File: config.mk
export PLATFORM = sky130hd
export DESIGN_NAME = rvfi_trace_capture
export DESIGN_NICKNAME = d
export VERILOG_FILES = /design/src/rtl/rvfi_trace_pkg.sv /design/src/rtl/rvfi_trace_fifo.sv /design/src/rtl/rvfi_trace_capture.sv
export SDC_FILE = /design/constraint.sdc
export NUM_CORES = 2
export LEC_CHECK = 0
export BUFFER_PORTS_ARGS = -buffer_cell sky130_fd_sc_hd__buf_2
export CAP_MARGIN = 20
export CELL_PAD_IN_SITES_DETAIL_PLACEMENT = 1
export CELL_PAD_IN_SITES_GLOBAL_PLACEMENT = 2
export CORE_MARGIN = 8
export CORE_UTILIZATION = 51
export DETAILED_ROUTE_END_ITERATION = 7
export PLACE_DENSITY_LB_ADDON = 0.1
export SETUP_SLACK_MARGIN = 0.4
export SYNTH_ARGS = -nofsm -noshare
export SYNTH_HDL_FRONTEND = slang
export SYNTH_SLANG_ARGS = --single-unit
File: constraint.sdc
create_clock -name clock -period 58.5 [get_ports clock]
set_clock_uncertainty 0.2 [all_clocks]
set_input_delay 8.775 -clock clock [delete_from_list [all_inputs] [get_ports clock]]
set_output_delay 8.775 -clock clock [all_outputs]
set_load 0.1 [all_outputs]
File: src/rtl/rvfi_trace_pkg.sv
// rvfi_trace_pkg: shared types for the RVFI trace capture path.
// Holds the retire record layout and the order-number width.
package rvfi_trace_pkg;

  localparam int ORDER_W = 64;

  typedef struct packed {
    logic [ORDER_W-1:0] order;
    logic [31:0]        insn;
    logic [31:0]        pc;
    logic               trap;
    logic               gap;
    logic [4:0]         rd_addr;
    logic [31:0]        rd_wdata;
    logic [31:0]        mem_addr;
    logic [3:0]         rmask;
    logic [3:0]         wmask;
    logic [31:0]        mem_data;
  } rvfi_rec_t;

endpackage

File: src/rtl/rvfi_trace_fifo.sv
// rvfi_trace_fifo: DEPTH-entry first-word-fall-through record FIFO.
// Ports: push/wdata in, pop/rdata out, level/full/empty status.
module rvfi_trace_fifo
  import rvfi_trace_pkg::*;
#(
  parameter int DEPTH = 8
) (
  input  logic                     clk,
  input  logic                     rst_n,
  input  logic                     push,
  input  rvfi_rec_t                wdata,
  input  logic                     pop,
  output rvfi_rec_t                rdata,
  output logic [$clog2(DEPTH):0]   level,
  output logic                     full,
  output logic                     empty
);

  localparam int AW = $clog2(DEPTH);
  localparam int LW = AW + 1;

  rvfi_rec_t mem_q [DEPTH];

  logic [AW-1:0] wr_ptr_q, wr_ptr_d;
  logic [AW-1:0] rd_ptr_q, rd_ptr_d;
  logic [LW-1:0] level_q, level_d;
  logic          do_wr, do_rd;

  assign empty = (level_q == '0);
  assign full  = (level_q == LW'(DEPTH));
  assign do_rd = pop & ~empty;
  // A push into a full FIFO is legal only when a pop frees a slot.
  assign do_wr = push & (~full | do_rd);

  always_comb begin
    wr_ptr_d = wr_ptr_q + AW'(do_wr);
    rd_ptr_d = rd_ptr_q + AW'(do_rd);
    level_d  = level_q;
    if (do_wr && !do_rd) level_d = level_q + LW'(1);
    if (do_rd && !do_wr) level_d = level_q - LW'(1);
  end

  always_ff @(posedge clk or negedge rst_n) begin
    if (!rst_n) begin
      wr_ptr_q <= '0;
      rd_ptr_q <= '0;
      level_q  <= '0;
    end else begin
      wr_ptr_q <= wr_ptr_d;
      rd_ptr_q <= rd_ptr_d;
      level_q  <= level_d;
    end
  end

  always_ff @(posedge clk) begin
    if (do_wr) mem_q[wr_ptr_q] <= wdata;
  end

  assign rdata = mem_q[rd_ptr_q];
  assign level = level_q;

endmodule

File: src/rtl/rvfi_trace_capture.sv
// rvfi_trace_capture: turns core debug signals into ordered RVFI
// retire records, filters by PC window, buffers and drains them.
// Ports: core debug inputs, filter window, t_* valid/ready record
// output, FIFO level/afull and saturating drop_count.
module rvfi_trace_capture
  import rvfi_trace_pkg::*;
#(
  parameter int DEPTH       = 8,
  parameter int AFULL_LEVEL = DEPTH - 2,
  parameter bit MEM_EN      = 1'b1,
  parameter int DROP_W      = 16
) (
  input  logic                   clock,
  input  logic                   resetn,
  input  logic                   launch_next_insn,
  input  logic                   trap,
  input  logic                   dbg_valid_insn,
  input  logic [31:0]            dbg_insn_opcode,
  input  logic [31:0]            dbg_insn_addr,
  input  logic [4:0]             latched_rd,
  input  logic                   irq_state,
  input  logic                   cpuregs_write,
  input  logic [31:0]            cpuregs_wrdata,
  input  logic                   dbg_mem_instr,
  input  logic                   dbg_mem_valid,
  input  logic                   dbg_mem_ready,
  input  logic [31:0]            dbg_mem_addr,
  input  logic [31:0]            dbg_mem_rdata,
  input  logic [31:0]            dbg_mem_wdata,
  input  logic [3:0]             dbg_mem_wstrb,
  input  logic                   filt_en,
  input  logic [31:0]            filt_lo,
  input  logic [31:0]            filt_hi,
  output logic                   t_valid,
  input  logic                   t_ready,
  output logic [63:0]            t_order,
  output logic [31:0]            t_insn,
  output logic [31:0]            t_pc,
  output logic                   t_trap,
  output logic                   t_gap,
  output logic [4:0]             t_rd_addr,
  output logic [31:0]            t_rd_wdata,
  output logic [31:0]            t_mem_addr,
  output logic [3:0]             t_mem_rmask,
  output logic [3:0]             t_mem_wmask,
  output logic [31:0]            t_mem_data,
  output logic [$clog2(DEPTH):0] level,
  output logic                   afull,
  output logic [DROP_W-1:0]      drop_count
);

  localparam int LW = $clog2(DEPTH) + 1;

  logic               ret1_q, ret1_d;
  logic               trap1_q, trap1_d;
  logic [31:0]        insn1_q, insn1_d;
  logic [31:0]        pc1_q, pc1_d;
  logic [4:0]         rd_addr_q, rd_addr_d;
  logic [31:0]        rd_wdata_q, rd_wdata_d;
  logic [31:0]        mem_addr_q;
  logic [3:0]         mem_rmask_q;
  logic [3:0]         mem_wmask_q;
  logic [31:0]        mem_rdata_q;
  logic [31:0]        mem_wdata_q;
  logic [ORDER_W-1:0] order_q, order_d;
  logic               gap_q, gap_d;
  logic [DROP_W-1:0]  drop_q, drop_d;

  logic      rd_cap, in_win, push_req, pop, drop, accept;
  logic      f_full, f_empty;
  rvfi_rec_t rec, head, out_rec;

  assign ret1_d  = resetn & (launch_next_insn | trap) & dbg_valid_insn;
  assign trap1_d = trap;
  assign insn1_d = dbg_insn_opcode;
  assign pc1_d   = dbg_insn_addr;

  assign rd_cap = cpuregs_write & ~irq_state;

  // Staged fields belong to one record; wipe them once it forms,
  // but a capture in that same cycle belongs to the next record.
  always_comb begin
    rd_addr_d  = rd_addr_q;
    rd_wdata_d = rd_wdata_q;
    if (rd_cap) begin
      rd_addr_d  = latched_rd;
      rd_wdata_d = (latched_rd != 5'd0) ? cpuregs_wrdata : 32'd0;
    end else if (ret1_q) begin
      rd_addr_d  = '0;
      rd_wdata_d = '0;
    end
  end

  generate
    if (MEM_EN) begin : g_mem
      logic [31:0] addr_d, rdata_d, wdata_d;
      logic [3:0]  rmask_d, wmask_d;

      always_comb begin
        addr_d  = mem_addr_q;
        rmask_d = mem_rmask_q;
        wmask_d = mem_wmask_q;
        rdata_d = mem_rdata_q;
        wdata_d = mem_wdata_q;
        if (dbg_mem_instr) begin
          addr_d  = '0;
          rmask_d = '0;
          wmask_d = '0;
          rdata_d = '0;
          wdata_d = '0;
        end else if (dbg_mem_valid && dbg_mem_ready) begin
          addr_d  = dbg_mem_addr;
          wmask_d = dbg_mem_wstrb;
          rmask_d = (dbg_mem_wstrb != 4'd0) ? 4'h0 : 4'hF;
          rdata_d = dbg_mem_rdata;
          wdata_d = dbg_mem_wdata;
        end else if (ret1_q) begin
          addr_d  = '0;
          rmask_d = '0;
          wmask_d = '0;
          rdata_d = '0;
          wdata_d = '0;
        end
      end

      always_ff @(posedge clock or negedge resetn) begin
        if (!resetn) begin
          mem_addr_q  <= '0;
          mem_rmask_q <= '0;
          mem_wmask_q <= '0;
          mem_rdata_q <= '0;
          mem_wdata_q <= '0;
        end else begin
          mem_addr_q  <= addr_d;
          mem_rmask_q <= rmask_d;
          mem_wmask_q <= wmask_d;
          mem_rdata_q <= rdata_d;
          mem_wdata_q <= wdata_d;
        end
      end
    end else begin : g_nomem
      assign mem_addr_q  = '0;
      assign mem_rmask_q = '0;
      assign mem_wmask_q = '0;
      assign mem_rdata_q = '0;
      assign mem_wdata_q = '0;
    end
  endgenerate

  always_comb begin
    rec          = '0;
    rec.order    = order_q;
    rec.insn     = insn1_q;
    rec.pc       = pc1_q;
    rec.trap     = trap1_q;
    rec.gap      = gap_q;
    rec.rd_addr  = rd_addr_q;
    rec.rd_wdata = rd_wdata_q;
    rec.mem_addr = mem_addr_q;
    rec.rmask    = mem_rmask_q;
    rec.wmask    = mem_wmask_q;
    rec.mem_data = (mem_wmask_q != 4'd0) ? mem_wdata_q : mem_rdata_q;
  end

  assign in_win   = ~filt_en | ((pc1_q >= filt_lo) & (pc1_q <= filt_hi));
  assign push_req = ret1_q & in_win;
  assign pop      = t_valid & t_ready;
  assign drop     = push_req & f_full & ~pop;
  assign accept   = push_req & ~drop;

  always_comb begin
    // Every retire consumes an order number, kept or not.
    order_d = order_q + ORDER_W'(ret1_q);
    gap_d   = gap_q;
    if (drop)        gap_d = 1'b1;
    else if (accept) gap_d = 1'b0;
    drop_d = drop_q;
    if (drop && !(&drop_q)) drop_d = drop_q + DROP_W'(1);
  end

  always_ff @(posedge clock or negedge resetn) begin
    if (!resetn) begin
      ret1_q     <= 1'b0;
      trap1_q    <= 1'b0;
      insn1_q    <= '0;
      pc1_q      <= '0;
      rd_addr_q  <= '0;
      rd_wdata_q <= '0;
      order_q    <= '0;
      gap_q      <= 1'b0;
      drop_q     <= '0;
    end else begin
      ret1_q     <= ret1_d;
      trap1_q    <= trap1_d;
      insn1_q    <= insn1_d;
      pc1_q      <= pc1_d;
      rd_addr_q  <= rd_addr_d;
      rd_wdata_q <= rd_wdata_d;
      order_q    <= order_d;
      gap_q      <= gap_d;
      drop_q     <= drop_d;
    end
  end

  rvfi_trace_fifo #(
    .DEPTH (DEPTH)
  ) u_fifo (
    .clk   (clock),
    .rst_n (resetn),
    .push  (accept),
    .wdata (rec),
    .pop   (pop),
    .rdata (head),
    .level (level),
    .full  (f_full),
    .empty (f_empty)
  );

  assign t_valid = ~f_empty;
  // Hide stale storage while empty so outputs read as zero.
  assign out_rec = t_valid ? head : '0;

  assign t_order     = out_rec.order;
  assign t_insn      = out_rec.insn;
  assign t_pc        = out_rec.pc;
  assign t_trap      = out_rec.trap;
  assign t_gap       = out_rec.gap;
  assign t_rd_addr   = out_rec.rd_addr;
  assign t_rd_wdata  = out_rec.rd_wdata;
  assign t_mem_addr  = out_rec.mem_addr;
  assign t_mem_rmask = out_rec.rmask;
  assign t_mem_wmask = out_rec.wmask;
  assign t_mem_data  = out_rec.mem_data;
  assign afull       = (level >= LW'(AFULL_LEVEL));
  assign drop_count  = drop_q;

endmodule

==> results.md <==
Final layout:
- Fill cells in the final layout number ~14,000.
- The layout cell share with drive strength beyond 1 is 30.43%.
- Once layout is done, the placed cells without fillers occupy around 97,000 sq um.
- The final net count is 5,018.
- Leaving out filler cells and counting taps, the final layout contains 7,059.
- The growth of design area from synthesis to finish is 15.29%.

Logic synthesis:
- The number of flip-flops and latches in the synthesized netlist is 2,183.
- The primary flip-flop cell chosen by synthesis mapping is edfxtp_1.
- In this run, distinct cell masters in the synthesized netlist total around 50.
- The sequential area share after synthesis is about three quarters.
- The net count of the mapped netlist is about 4,400.
- The cell count after synthesis came out at between 4,000 and 5,000.
- Counting flops with a built-in enable in the synthesized netlist gives 1,888.
- Summing every instance area after synthesis gives approximately 84,000 sq um.
- The synthesis warning total is 0.
- The average cell area after synthesis is 20.84 sq um.
- The share of flip-flops with an asynchronous set or reset is 13.51%.

Power:
- The internal portion of the total power is 3.091 mW.
- The analysis attributes to cell leakage a power of 35.32 nW.
- Sequential cells burn 34.0% of the power.
- Across the VDD grid, the largest voltage drop is 0.07101 mV.
- The analysis attributes to net switching a power of 2.246 mW.
- Power spread over the standard cell area amounts to approximately 55 nW/um^2.
- The net switching fraction of the power is 42.08%.
- The total power consumption of the routed design is 5.337 mW.
- The portion of total power attributed to the clock network is between 20% and 30%.
- The combinational share of power is 39.6%.

Min path:
- The kind of path behind the tightest hold check is reg -> reg.

Floorplanning:
- The floorplan step set the die height to 421.6 microns.
- The total core area is 164,200 sq um.
- The initial standard-cell utilization of the core is around 51%.
- The floorplan step set the die width to 421.6 microns.
- The die covers 177,700 sq um.
- The number of primary I/O pins is ~540.
- The floorplan has 149 rows.

Timing:
- The total count of max-transition violations in the final report came to 0.
- For the pin with the worst max-slew slack, the measured transition is approximately 1.0 ns.
- Setup violations remaining at the end of the flow were counted as 0.
- The highest clock frequency the design can meet is between 60 and 70 MHz.
- The worst path in the final design needs a cycle of 15.89 ns, including I/O delays and setup.
- Setup repair after global routing left no endpoint under its margin.
- The period utilization is 27.17%.
- The max-slew headroom at the worst pin is 30.14%.
- The final-layout setup total negative slack is 0 ns.
- The final-report hold violation count is 0.

Worst setup path:
- Data on the critical path is required at its endpoint by 49.53 ns.
- Data on the critical path arrives at its endpoint at 6.92 ns.
- The setup check on the worst reg-to-reg path leaves a slack of ~52 ns.
- Along the worst path, the maximum fanout reaches 42.
- The critical path class is reg -> out.
- The critical path launch point type is a flip-flop.
- The worst setup path is captured at an output port.

CTS:
- The register clock-pin slew on the reported worst setup and hold paths is 0.07 ns.
- The count of buffers added by post-CTS timing repair for setup is 0.
- The quantity of hold-fixing buffers added after cts is 0.
- The root buffer cell is clkbuf_16.
- Clock tree synthesis inserted a total of 219 buffers.
- The CTS tree is yes.
- CTS built an H-tree with a depth of 4.
- The clock sink total is approximately 2,200.
- The insertion delay to the later sink of the worst-skew pair is 0.82 ns.
- Gates resized during post-CTS repair numbered 0.
- The maximum count of clock buffers along a single path is 3.

Global routing:
- Entering global routing, the biggest net connects 111 pins.
- The first global-routing pass estimated 301.7 mm of wire.
- The number of global-route vias before repair is 45,330.
- Global routing used ~23% of the available tracks across all layers.
- The number of antenna violations at the first check in global routing is 23.
- Global routing finished with a remaining overflow of 0.

Routing:
- After detailed routing, the total wire length is 202.8 mm.
- In this run the remaining antenna-violating nets after routing total 0.
- After detailed routing, the number of remaining DRC violations is 0.
- In this run, the number of DRC markers left after iteration 0 of detailed routing was just under 3,000.
- The routed length per placed instance is ~29 microns.
- The number of detailed-routing iterations run before antenna repair is 5.
- The detailed router placed 40,880 vias in this run.
- After detailed routing, the number of vias per cell comes to 5.791.

Place:
- Once placement completed, the tool counted placed cells totaling 6,633.
- The post-placement cell area is approximately 89,000 sq um.
- At the end of routability-driven placement, the weighted congestion stood at 0.7655.
- Input and output buffers added on the ports amount to 537.
- The half-perimeter wire length after placement is 118.4 mm.

Job:
- The number of max-cap violations is 0.

Outcome:
- The flow ran to the end, and the final reports show no timing, DRC or antenna violations.
-- cells in the mapped netlist, types with 2 or more instances --
cell | instances | share of area, %
buf_1 | 17 | 0.076
ha_1 | 74 | 1.1
nor3_1 | 18 | 0.11
o211ai_1 | 2 | 0.018
and2_1 | 4 | 0.030
clkbuf_1 | 145 | 0.65
xor2_1 | 41 | 0.43
nor2b_1 | 2 | 0.015
and4_1 | 8 | 0.084
a211oi_1 | 4 | 0.036
mux4_2 | 472 | 13
buf_4 | 3 | 0.027
edfxtp_1 | 1888 | 68
inv_1 | 71 | 0.32
nand3b_1 | 2 | 0.018
nor4bb_1 | 2 | 0.024
buf_2 | 32 | 0.19
o21ai_0 | 12 | 0.072
nor2_1 | 268 | 1.2
dfrtp_1 | 295 | 8.8
mux2_2 | 36 | 0.48
a21o_1 | 3 | 0.027
nand2b_1 | 6 | 0.045
and4b_1 | 2 | 0.024
and3_1 | 14 | 0.10
nor4_2 | 2 | 0.030
nor4b_1 | 2 | 0.021
xnor2_1 | 42 | 0.44
mux2i_1 | 236 | 2.8
a22o_1 | 133 | 1.4
nor4_1 | 13 | 0.097
nand2_1 | 62 | 0.28
nand4_1 | 24 | 0.18
a21oi_1 | 32 | 0.19
or4_1 | 2 | 0.018
nand3_1 | 42 | 0.25
-- power groups by stage --
stage / Sequential, mW / Clock [mW] / Combinational [mW]
floorplan: 1.85 / 0 / 1.71
global placement: 1.84 / 0 / 2.14
detailed placement: 1.85 / 0 / 2.15
CTS: 1.81 / 1.44 / 2.15
global route: 1.82 / 1.49 / 2.20
finish: 1.81 / 1.41 / 2.12
-- critical path, stage by stage (launching register included) --
cell and delay, ns:
dfrtp_4 0.98, buf_4 0.64, buf_4 0.73, buf_4 0.68, buf_4 0.77, buf_4 0.75
mux4_2 0.59, mux2i_1 0.29, nor2_1 0.07, buf_2 0.33
-- path summary, 6_finish.rpt --
path,startpoint,endpoint,depth (start not counted)
min in group asynchronous,resetn,u_fifo.level[2],1
max reg2reg,pc1_q[15],u_fifo.mem_q[4][169],12
max,u_fifo.rd_ptr_q[0],t_rd_wdata[11],9
min,drop_count[7],drop_count[7],1
min reg2reg,drop_count[7],drop_count[7],1
max in group asynchronous,resetn,order_q[6],4
-- area by class of cell --
class | instances | area, sq um | share of cell area, %
clock buffers | 324 | 6324 | 6.538
inverters | 71 | 266.5 | 0.2755
diodes | 6 | 15.01 | 0.01552
flip-flops and latches | 2183 | 64090 | 66.26
repair buffers | 618 | 3421 | 3.537
multi-input cells | 1574 | 18870 | 19.51
well taps | 2189 | 2739 | 2.832
clock inverters | 94 | 1005 | 1.039
-- per-stage QoR --
step / hold WS [ns] / util (%) / setup WS [ns]
floorplan: 0.2673 / - / 22.45
global placement: 0.2751 / 54.39 / 43.16
detailed placement: 0.2770 / 54.39 / 43.13
CTS: 0.2895 / 58.85 / 42.22
global route: 0.3146 / 58.89 / 41.83
finish: 0.2869 / 58.89 / 42.61
-- flip-flops by register name, summed over array words and instances (netlist names), 3 cells and up --
| name | cells |
|---|---|
| u_fifo.wr_ptr_q | 3 |
| pc1_q | 32 |
| drop_count | 16 |
| insn1_q | 32 |
| mem_wmask_q | 4 |
| order_q | 64 |
| mem_wdata_q | 32 |
| u_fifo.mem_q | 1888 |
| u_fifo.level | 4 |
| mem_rdata_q | 32 |
| rd_wdata_q | 32 |
| mem_addr_q | 32 |
| u_fifo.rd_ptr_q | 3 |
| rd_addr_q | 5 |
-- logic make-up (layout without fill, tap and decap cells) --
logic type / after synthesis / in the layout / synth area share [%]
xor+xnor: 83 / 83 / 0.8664
compound gates: 195 / 195 / 1.833
mux: 744 / 744 / 15.97
simple gates: 478 / 478 / 2.584
fa+ha+maj: 74 / 74 / 1.104
other cells: 0 / 6 / 0
buf+inv: 269 / 1107 / 1.274
flops: 2183 / 2183 / 76.37
-- layer usage --
layer	GRT usage [%]	share of wire [%]
met1	29.56	42
met3	3.701	4.1
met2	38.97	51
met4	7.130	3.1
met5	0	0.0044
-- layout by cell type (no fill, tap or decap), types with 18 or more instances in the layout --
cell type,instances
ha_1,74
edfxtp_1,1888
clkinv_2,40
nand4_1,24
nor2_1,266
mux2_2,36
mux4_2,472
nand3_1,42
buf_2,536
mux2i_1,236
xnor2_1,42
buf_4,73
xor2_1,41
a22o_1,133
dfrtp_1,292
bufinv_16,20
clkbuf_8,30
nand2_1,62
inv_1,71
clkbuf_16,226
a21oi_1,31
clkinv_1,20
clkbuf_1,68
nor3_1,18
No activity file was read; power rests on OpenSTA's default activity.
